## config.mk

```make
export PLATFORM = sky130hd
export DESIGN_NAME = dmem_arbiter_flat
export DESIGN_NICKNAME = d
export VERILOG_FILES = /design/src/rtl/dmem_arbiter_pkg.sv /design/src/rtl/dmem_arbiter_if.sv /design/src/rtl/dmem_arbiter_rr_arb2.sv /design/src/rtl/dmem_arbiter.sv /design/src/flat_wrapper.sv
export SDC_FILE = /design/constraint.sdc
export NUM_CORES = 1
export LEC_CHECK = 0
export CAP_MARGIN = 20
export CORE_MARGIN = 10
export CORE_UTILIZATION = 51
export CTS_CLUSTER_DIAMETER = 100
export CTS_CLUSTER_SIZE = 40
export DETAILED_ROUTE_END_ITERATION = 8
export PLACE_DENSITY = 0.95
export SLEW_MARGIN = 10
export SYNTH_ARGS = -nofsm -noshare
export SYNTH_HDL_FRONTEND = slang
export SYNTH_SLANG_ARGS = --single-unit
export TNS_END_PERCENT = 5
```

## constraint.sdc

```tcl
create_clock -name clk -period 17.8 [get_ports clk]
set_input_delay 2.67 -clock clk [delete_from_list [all_inputs] [get_ports clk]]
set_output_delay 2.67 -clock clk [all_outputs]
set_load 0.005 [all_outputs]
```

## src/rtl/dmem_arbiter_pkg.sv

```systemverilog
// dmem_pkg: shared types and constants for the data-memory arbiter.
package dmem_pkg;
    localparam int DEF_ADDR_W = 7;
    localparam int DEF_DATA_W = 32;
    localparam logic CORE = 1'b0;
    localparam logic DBG = 1'b1;
    typedef enum logic [1:0] {IDLE, BEAT0, BEAT1, DONE} state_t;
endpackage

```

## src/rtl/dmem_arbiter_if.sv

```systemverilog
// dmem_arbiter_if: one requester port of the data-memory arbiter.
interface dmem_arbiter_if
    import dmem_pkg::*;
#(
    parameter int ADDR_W = DEF_ADDR_W,
    parameter int DATA_W = DEF_DATA_W
);
    logic req, we, dbl, ack, stall;
    logic [ADDR_W-1:0] addr;
    logic [2*DATA_W-1:0] wdata, rdata;
    modport master (output req, we, dbl, addr, wdata, input ack, rdata, stall);
    modport slave (input req, we, dbl, addr, wdata, output ack, rdata, stall);
endinterface

```

## src/rtl/dmem_arbiter_rr_arb2.sv

```systemverilog
// rr_arb2: two-way round-robin arbiter; a tie goes to the port not served last.
module rr_arb2
    import dmem_pkg::*;
(
    input  logic       clk,
    input  logic       rst,
    input  logic       en,
    input  logic [1:0] req,
    output logic [1:0] gnt
);
    logic last;
    always_comb gnt = !en ? 2'b00 : (&req) ? (last == DBG ? 2'b01 : 2'b10) : req;
    always_ff @(posedge clk or posedge rst) begin
        if (rst) last <= DBG;
        else if (|gnt) last <= gnt[DBG];
    end
endmodule

```

## src/rtl/dmem_arbiter.sv

```systemverilog
// dmem_arbiter: shares a single-ported data memory between core and debug ports,
// splitting 64-bit accesses into two word beats and acking one cycle after DONE.
module dmem_arbiter
    import dmem_pkg::*;
#(
    parameter int ADDR_W = DEF_ADDR_W,
    parameter int DATA_W = DEF_DATA_W
) (
    input  logic              clk,
    input  logic              rst,
    dmem_arbiter_if.slave     core,
    dmem_arbiter_if.slave     dbg,
    output logic              CEN,
    output logic              WEN,
    output logic              OEN,
    output logic [ADDR_W-1:0] A,
    output logic [DATA_W-1:0] Data2Mem,
    input  logic [DATA_W-1:0] ReadDataMem,
    output logic              busy
);
    state_t state, next;
    logic [1:0] elig, gnt;
    logic c_we, c_dbl, c_port;
    logic [ADDR_W-1:0] c_addr;
    logic [2*DATA_W-1:0] c_wdata, rd_word, core_rdata, dbg_rdata;
    logic [DATA_W-1:0] rd_lo;
    logic core_ack, dbg_ack;

    // a port is masked during its own ack cycle so it cannot be re-granted on a stale req
    assign elig = {dbg.req & ~dbg_ack, core.req & ~core_ack};

    rr_arb2 u_arb (
        .clk(clk),
        .rst(rst),
        .en(state == IDLE),
        .req(elig),
        .gnt(gnt)
    );

    always_comb begin
        next = state;
        CEN = 1'b1;
        WEN = 1'b1;
        OEN = 1'b1;
        A = '0;
        Data2Mem = '0;
        case (state)
            IDLE: next = |gnt ? BEAT0 : IDLE;
            BEAT0: begin
                CEN = 1'b0;
                WEN = ~c_we;
                OEN = c_we;
                A = c_addr;
                Data2Mem = c_we ? c_wdata[DATA_W-1:0] : '0;
                next = c_dbl ? BEAT1 : DONE;
            end
            BEAT1: begin
                CEN = 1'b0;
                WEN = ~c_we;
                OEN = c_we;
                A = c_addr + ADDR_W'(1);
                Data2Mem = c_we ? c_wdata[2*DATA_W-1:DATA_W] : '0;
                next = DONE;
            end
            default: next = IDLE;
        endcase
    end

    always_ff @(posedge clk or posedge rst) begin
        if (rst) state <= IDLE;
        else state <= next;
    end

    always_ff @(posedge clk or posedge rst) begin
        if (rst) begin
            c_port <= CORE;
            c_we <= 1'b0;
            c_dbl <= 1'b0;
            c_addr <= '0;
            c_wdata <= '0;
        end else if (state == IDLE && |gnt) begin
            c_port <= gnt[DBG];
            c_we <= gnt[DBG] ? dbg.we : core.we;
            c_dbl <= gnt[DBG] ? dbg.dbl : core.dbl;
            c_addr <= gnt[DBG] ? dbg.addr : core.addr;
            c_wdata <= gnt[DBG] ? dbg.wdata : core.wdata;
        end
    end

    // read data lags the access beat by one cycle: beat0 lands in BEAT1, the last beat in DONE
    assign rd_word = c_dbl ? {ReadDataMem, rd_lo} : {{DATA_W{1'b0}}, ReadDataMem};

    always_ff @(posedge clk or posedge rst) begin
        if (rst) begin
            rd_lo <= '0;
            core_ack <= 1'b0;
            dbg_ack <= 1'b0;
            core_rdata <= '0;
            dbg_rdata <= '0;
        end else begin
            if (state == BEAT1 && !c_we) rd_lo <= ReadDataMem;
            core_ack <= state == DONE && c_port == CORE;
            dbg_ack <= state == DONE && c_port == DBG;
            if (state == DONE && !c_we && c_port == CORE) core_rdata <= rd_word;
            if (state == DONE && !c_we && c_port == DBG) dbg_rdata <= rd_word;
        end
    end

    assign core.ack = core_ack;
    assign dbg.ack = dbg_ack;
    assign core.rdata = core_rdata;
    assign dbg.rdata = dbg_rdata;
    assign core.stall = core.req & ~core_ack;
    assign dbg.stall = dbg.req & ~dbg_ack;
    assign busy = state != IDLE;
endmodule

```

## src/flat_wrapper.sv

```systemverilog
// flat-port wrapper written by rule: the top's interface ports become plain ports
module dmem_arbiter_flat import dmem_pkg::*;
#(
    parameter int ADDR_W = DEF_ADDR_W,
    parameter int DATA_W = DEF_DATA_W
)
  (clk, rst, CEN, WEN, OEN, A, Data2Mem, ReadDataMem, busy, core_req, core_we, core_dbl, core_addr, core_wdata, core_ack, core_rdata, core_stall, dbg_req, dbg_we, dbg_dbl, dbg_addr, dbg_wdata, dbg_ack, dbg_rdata, dbg_stall);
  dmem_arbiter_if #(.ADDR_W(ADDR_W), .DATA_W(DATA_W)) core_i ();
  dmem_arbiter_if #(.ADDR_W(ADDR_W), .DATA_W(DATA_W)) dbg_i ();
  input  logic clk;
  input  logic rst;
  output logic CEN;
  output logic WEN;
  output logic OEN;
  output logic [ADDR_W-1:0] A;
  output logic [DATA_W-1:0] Data2Mem;
  input  logic [DATA_W-1:0] ReadDataMem;
  output logic busy;
  input wire logic [$bits(core_i.req)-1:0] core_req;
  input wire logic [$bits(core_i.we)-1:0] core_we;
  input wire logic [$bits(core_i.dbl)-1:0] core_dbl;
  input wire logic [$bits(core_i.addr)-1:0] core_addr;
  input wire logic [$bits(core_i.wdata)-1:0] core_wdata;
  output wire logic [$bits(core_i.ack)-1:0] core_ack;
  output wire logic [$bits(core_i.rdata)-1:0] core_rdata;
  output wire logic [$bits(core_i.stall)-1:0] core_stall;
  input wire logic [$bits(dbg_i.req)-1:0] dbg_req;
  input wire logic [$bits(dbg_i.we)-1:0] dbg_we;
  input wire logic [$bits(dbg_i.dbl)-1:0] dbg_dbl;
  input wire logic [$bits(dbg_i.addr)-1:0] dbg_addr;
  input wire logic [$bits(dbg_i.wdata)-1:0] dbg_wdata;
  output wire logic [$bits(dbg_i.ack)-1:0] dbg_ack;
  output wire logic [$bits(dbg_i.rdata)-1:0] dbg_rdata;
  output wire logic [$bits(dbg_i.stall)-1:0] dbg_stall;
  assign core_i.req = core_req;
  assign core_i.we = core_we;
  assign core_i.dbl = core_dbl;
  assign core_i.addr = core_addr;
  assign core_i.wdata = core_wdata;
  assign core_ack = core_i.ack;
  assign core_rdata = core_i.rdata;
  assign core_stall = core_i.stall;
  assign dbg_i.req = dbg_req;
  assign dbg_i.we = dbg_we;
  assign dbg_i.dbl = dbg_dbl;
  assign dbg_i.addr = dbg_addr;
  assign dbg_i.wdata = dbg_wdata;
  assign dbg_ack = dbg_i.ack;
  assign dbg_rdata = dbg_i.rdata;
  assign dbg_stall = dbg_i.stall;
  dmem_arbiter #(.ADDR_W(ADDR_W), .DATA_W(DATA_W)) u_core (.clk(clk), .rst(rst), .core(core_i), .dbg(dbg_i), .CEN(CEN), .WEN(WEN), .OEN(OEN), .A(A), .Data2Mem(Data2Mem), .ReadDataMem(ReadDataMem), .busy(busy));
endmodule
```

Word level (Yosys, flattened, before mapping)
Index checks and enable logic that the tools add are counted.

word-level totals
  register bits after elaboration = 239
  output and inout port bits = 175

cells by class
  eq/ne operators = 3
  add/subtract/negate cells = 1
  muxes and demuxes = 18
  bitwise logic cells = 6
  reduce and logical (&&, ||, !) cells = 13

operators with widths
  operator             number
  $mux 64              2
  $mux 32              2
  $pmux 32 s2          1
  $pmux 7 s2           1
  $add 7x1->7 const B  1
  $logic_and 1x1->1    7
  $mux 1               7
  $mux 7               1
  $mux 2               3
  $pmux 2 s3           1
  $eq 2x2->1 const B   2
  $not 1->1            4
  $reduce_or 2->1      2
  $and 1x1->1          2
  $eq 2x1->1 const B   1
  $logic_not 2->1      1
  $reduce_and 2->1     1
  $reduce_bool 2->1    1
  $logic_not 1->1      1

Logic depth before layout (Yosys ltp)
  depth after elaboration = 8
  gate-level depth with buffers = 8
  mapped depth without buffers = 5

Hierarchy
A second synthesis with hierarchy kept.

second synthesis, totals
  cell total of the unflattened synthesis = 1016
  area total of the unflattened synthesis = 10396.2 um2

modules (own cells, without submodules)
  module        instances  cells each  area each (um2)  seq. area each (um2)
  dmem_arbiter  1          1007        10329.9          5955.7
  rr_arb2       1          9           66.3             26.3

Worst setup path after synthesis
No wires, ideal clock.

  kind = in2out
  start point = input dbg_req
  end point = output dbg_stall
  required time = 15.130 ns
  buffers on the path = 1
  cell stages on the path = 3
  setup slack = 12.161 ns
  arrival time = 2.969 ns
  cells stage by stage = nand2b_4 -> buf_2 -> inv_1

between the ends
  cells in the longest elaborated chain, start to end = 1

ends and longest elaborated chain
  item                RTL line             RTL
  start: declaration  flat_wrapper.sv:27   input wire logic [$bits(dbg_i.req)-1:0] dbg_req;
  $and 1x1->1         dmem_arbiter.sv:114  assign dbg.stall = dbg.req & ~dbg_ack;
  end: declaration    flat_wrapper.sv:34   output wire logic [$bits(dbg_i.stall)-1:0] dbg_stall;

Every way passes these cells.

Worst setup path after layout
  start point = input core_req
  end point = output core_stall

between the ends
  cells in the longest elaborated chain, start to end = 1

ends and longest elaborated chain
  item                RTL line             RTL
  start: declaration  flat_wrapper.sv:19   input wire logic [$bits(core_i.req)-1:0] core_req;
  $and 1x1->1         dmem_arbiter.sv:113  assign core.stall = core.req & ~core_ack;
  end: declaration    flat_wrapper.sv:26   output wire logic [$bits(core_i.stall)-1:0] core_stall;

Every way passes these cells.

==> load_flow_metrics.sql <==
INSERT INTO impl_metrics (metric_group, metric, value, unit) VALUES
('timing', 'timing.fmax', '0.140', 'GHz'),
('setup_path', 'cpPeakStageDelay', '630', 'ps'),
('timing', 'final_hold_viol_count', '0', ''),
('synth', 'number_of_flops_mapped_to_enable_cells_by_yosys', '0', ''),
('place', 'gp_routability_congestion', '0.885', ''),
('synth', 'synth.cells.most_frequent', 'sky130_fd_sc_hd__dfrtp_1, sky130_fd_sc_hd__o21ai_0, sky130_fd_sc_hd__nand2_1', ''),
('clocking', 'holdBufCountCts', '0', ''),
('setup_path', 'worst-endpoint-arrival', '4490', 'ps'),
('setup_path', 'crit_slowest_cell', 'sky130_fd_sc_hd__buf_4', ''),
('clocking', 'cts_repair_resize_count', '0', ''),
('clocking', 'postCtsSetupBuffers', '0', ''),
('setup_path', 'r2r_cell_count', '4', ''),
('timing', 'fin_crit_sh', '0.402', ''),
('place', 'post_placement_cell_count', '1663', ''),
('global_routing', 'first_pass_grt_wire_length', '60700', 'um'),
('clocking', 'cts.root.buffer_cell', 'sky130_fd_sc_hd__clkbuf_16', ''),
('synth', 'ys.flop_type', 'sky130_fd_sc_hd__dfrtp_1', ''),
('setup_path', 'critical_register_to_register_path_endpoint', 'u_core.c_wdata[3]', ''),
('synth', 'synth.most_common_cell', 'sky130_fd_sc_hd__dfrtp_1', ''),
('setup_path', 'cp_num_buf_inv', '4', ''),
('status', 'status', 'completed', ''),
('min_path', 'worstHoldStart', 'u_core.core.rdata[55]', ''),
('timing', 'setup_viol', '0', ''),
('global_routing', 'number_of_antenna_violations_at_the_first_check_in_global_routing', '2', ''),
('cells_and_area', 'finalNetCount', '1579', ''),
('drt', 'drt_drc_violations_left', '0', ''),
('drt', 'route.detailed.vias_per_inst', '6.40', ''),
('synth', 'async_reset_ff_frac', '1.00', ''),
('synth', 'ys_types', '37', ''),
('setup_path', 'cp_capture_type', 'output pin', ''),
('setup_path', 'startpoint', 'core_req', ''),
('timing', 'hold_slack', '496', 'ps'),
('setup_path', 'maximum_fanout_along_the_worst_path', '75', ''),
('place', 'io_buffers', '356', ''),
('setup_path', 'cp_data_required_time', '15130', 'ps'),
('power_and_ir_drop', 'power_density', '176', 'nW/um2'),
('clocking', 'cts.sinks', '239', ''),
('synth', 'syn-cell-area', '11600', 'um2'),
('drt', 'wirelength_met1', '14600', 'um'),
('clocking', 'cts_inserted_buffers', '10', ''),
('drt', 'dr_wl_met3', '4840', 'um'),
('timing', 'max-slew-margin-rel', '0.321', ''),
('floorplanning', 'fp.coreArea', '22600', 'um2'),
('synth', 'synth.yosys.warnings', '0', ''),
('synth', 'synthesis.instances', '1134', ''),
('synth', 'ys_seq_area_frac', '0.514', ''),
('synth', 'yosys.area.top_type_share', '0.512', ''),
('timing', 'totalNegativeSetupSlack', '0', 'ps'),
('timing', 'rsz0062_at_grt', 'no', ''),
('clocking', 'cts-htree-levels', '1', ''),
('drt', 'vias', '10774', ''),
('timing', 'worstMarginPinSlew', '1020', 'ps'),
('clocking', 'tritoncts', 'yes', ''),
('setup_path', 'setup.worst_path.start_class', 'input port', ''),
('synth', 'syn_nets', '1321', ''),
('place', 'dp_hpwl', '26900', 'um'),
('floorplanning', 'die-width', '171', 'um'),
('setup_path', 'reg2reg_setup_slack', '15360', 'ps'),
('global_routing', 'grt_max_degree', '128', ''),
('power_and_ir_drop', 'power_leakage', '6.62', 'nW'),
('synth', 'synth_largest_area_cell', 'sky130_fd_sc_hd__dfrtp_1', ''),
('floorplanning', 'floorplan_die_area', '29300', 'um2'),
('clocking', 'cts_buffer_depth', '3', ''),
('flow_run', 'drv.max_cap_violation_count', '0', ''),
('global_routing', 'grt_usage', '0.257', ''),
('cells_and_area', 'final_cell_count_no_fill', '1684', ''),
('synth', 'avgSynthCellArea', '10.3', 'um2'),
('synth', 'synth_area_leaders', 'sky130_fd_sc_hd__dfrtp_1, sky130_fd_sc_hd__o21ai_0, sky130_fd_sc_hd__a221oi_1', ''),
('drt', 'routed.top_layer', 'met4', ''),
('timing', 'final-max-slew-violation-count', '0', ''),
('setup_path', 'rr_startpoint', 'u_core.dbg.ack', '');
final cells by class:
type	count	area (um2)
repair buffers	376	3740
diodes	3	7.51
flip-flops and latches	239	5980
multi-input cells	757	5050
clock inverters	3	45.0
fillers	1565	7070
inverters	8	37.5
well taps	285	357
clock buffers	13	283
kinds of logic (layout without fill, tap and decap cells):
group,count (synthesis),in the layout
AOI/OAI and AO/OA,391,391
and+or+nand+nor,293,293
DFF,239,239
buffers and inverters,138,400
muxes,65,65
adders and majority gates,5,5
xor gates and xnor gates,3,3
other,0,3
layout by cell type, fill, tap and decap left out, types with 2 or more instances in the layout:
cell type	count
sky130_fd_sc_hd__a22oi_1	35
sky130_fd_sc_hd__nand3b_1	3
sky130_fd_sc_hd__a221oi_1	73
sky130_fd_sc_hd__nand2_1	164
sky130_fd_sc_hd__clkdlybuf4s50_1	355
sky130_fd_sc_hd__nand2b_1	2
sky130_fd_sc_hd__a2bb2oi_1	72
sky130_fd_sc_hd__and4b_2	24
sky130_fd_sc_hd__dfrtp_1	236
sky130_fd_sc_hd__o21ai_1	20
sky130_fd_sc_hd__and4b_1	49
sky130_fd_sc_hd__clkbuf_1	2
sky130_fd_sc_hd__mux2i_1	32
sky130_fd_sc_hd__buf_4	18
sky130_fd_sc_hd__ha_1	4
sky130_fd_sc_hd__nand3_1	9
sky130_fd_sc_hd__dfrtp_2	2
sky130_fd_sc_hd__xor2_1	3
sky130_fd_sc_hd__mux2_2	31
sky130_fd_sc_hd__inv_1	6
sky130_fd_sc_hd__nor2_1	34
sky130_fd_sc_hd__clkbuf_16	11
sky130_fd_sc_hd__o2111ai_1	2
sky130_fd_sc_hd__o21ai_0	184
sky130_fd_sc_hd__o2bb2ai_1	2
sky130_fd_sc_hd__mux2_1	2
sky130_fd_sc_hd__diode_2	3
sky130_fd_sc_hd__or4_1	2
sky130_fd_sc_hd__a21oi_1	2
through the flow:
step                 util  worst slack, ps  power (W)  cell area [um2]
floorplan               -             8570    0.00172            11600
global placement    0.670            10680    0.00235            15100
detailed placement  0.670            10680    0.00241            15100
CTS                 0.685            10670    0.00271            15500
global route        0.687            10570    0.00289            15500
finish              0.687            10640    0.00272            15500
how the worst max path moves through the flow:
| stage | endpoint | slack [ps] | cells after the start |
|---|---|---|---|
| after global placement | core_stall | 10680 | 5 |
| final | core_stall | 10640 | 5 |
| after floorplan | u_core.c_addr[0] | 8570 | 1 |
| after detailed placement | core_stall | 10680 | 5 |
| after CTS | core_stall | 10670 | 5 |
| after global routing | core_stall | 10570 | 5 |
power breakdown:
group          leakage (nW)  internal [W]  switching [W]  total [W]
sequential             2.81      0.000815       0.000188    0.00100
combinational          3.66      0.000731       0.000692    0.00142
clock                 0.159      0.000120       0.000178   0.000299
total                  6.62       0.00167        0.00106    0.00272
sequential cells by signal, indices dropped and copies added (netlist names):
| signal | cells |
|---|---|
| u_core.rd_lo | 32 |
| u_core.c_we | 1 |
| u_core.c_wdata | 64 |
| u_core.c_addr | 7 |
| u_core.c_dbl | 1 |
| u_core.core.ack | 1 |
| u_core.c_port | 1 |
| u_core.state | 2 |
| u_core.dbg.rdata | 64 |
| u_core.core.rdata | 64 |
| u_core.u_arb.last | 1 |
| u_core.dbg.ack | 1 |
routing by layer:
| layer | track usage | vias to the layer above |
|---|---|---|
| met1 | 0.317 | 5298 |
| met5 | 0 | - |
| met3 | 0.0811 | 81 |
| met2 | 0.411 | 693 |
| met4 | 0.101 | 0 |
| li1 | - | 4702 |
worst register-to-register path, cell delays in order (launching register included):
cell,delay [ps]
sky130_fd_sc_hd__dfrtp_2,480
sky130_fd_sc_hd__nand2b_4,580
sky130_fd_sc_hd__a21oi_4,330
sky130_fd_sc_hd__buf_4,680
sky130_fd_sc_hd__a2bb2oi_1,270
No activity file was read; power rests on OpenSTA's default activity.
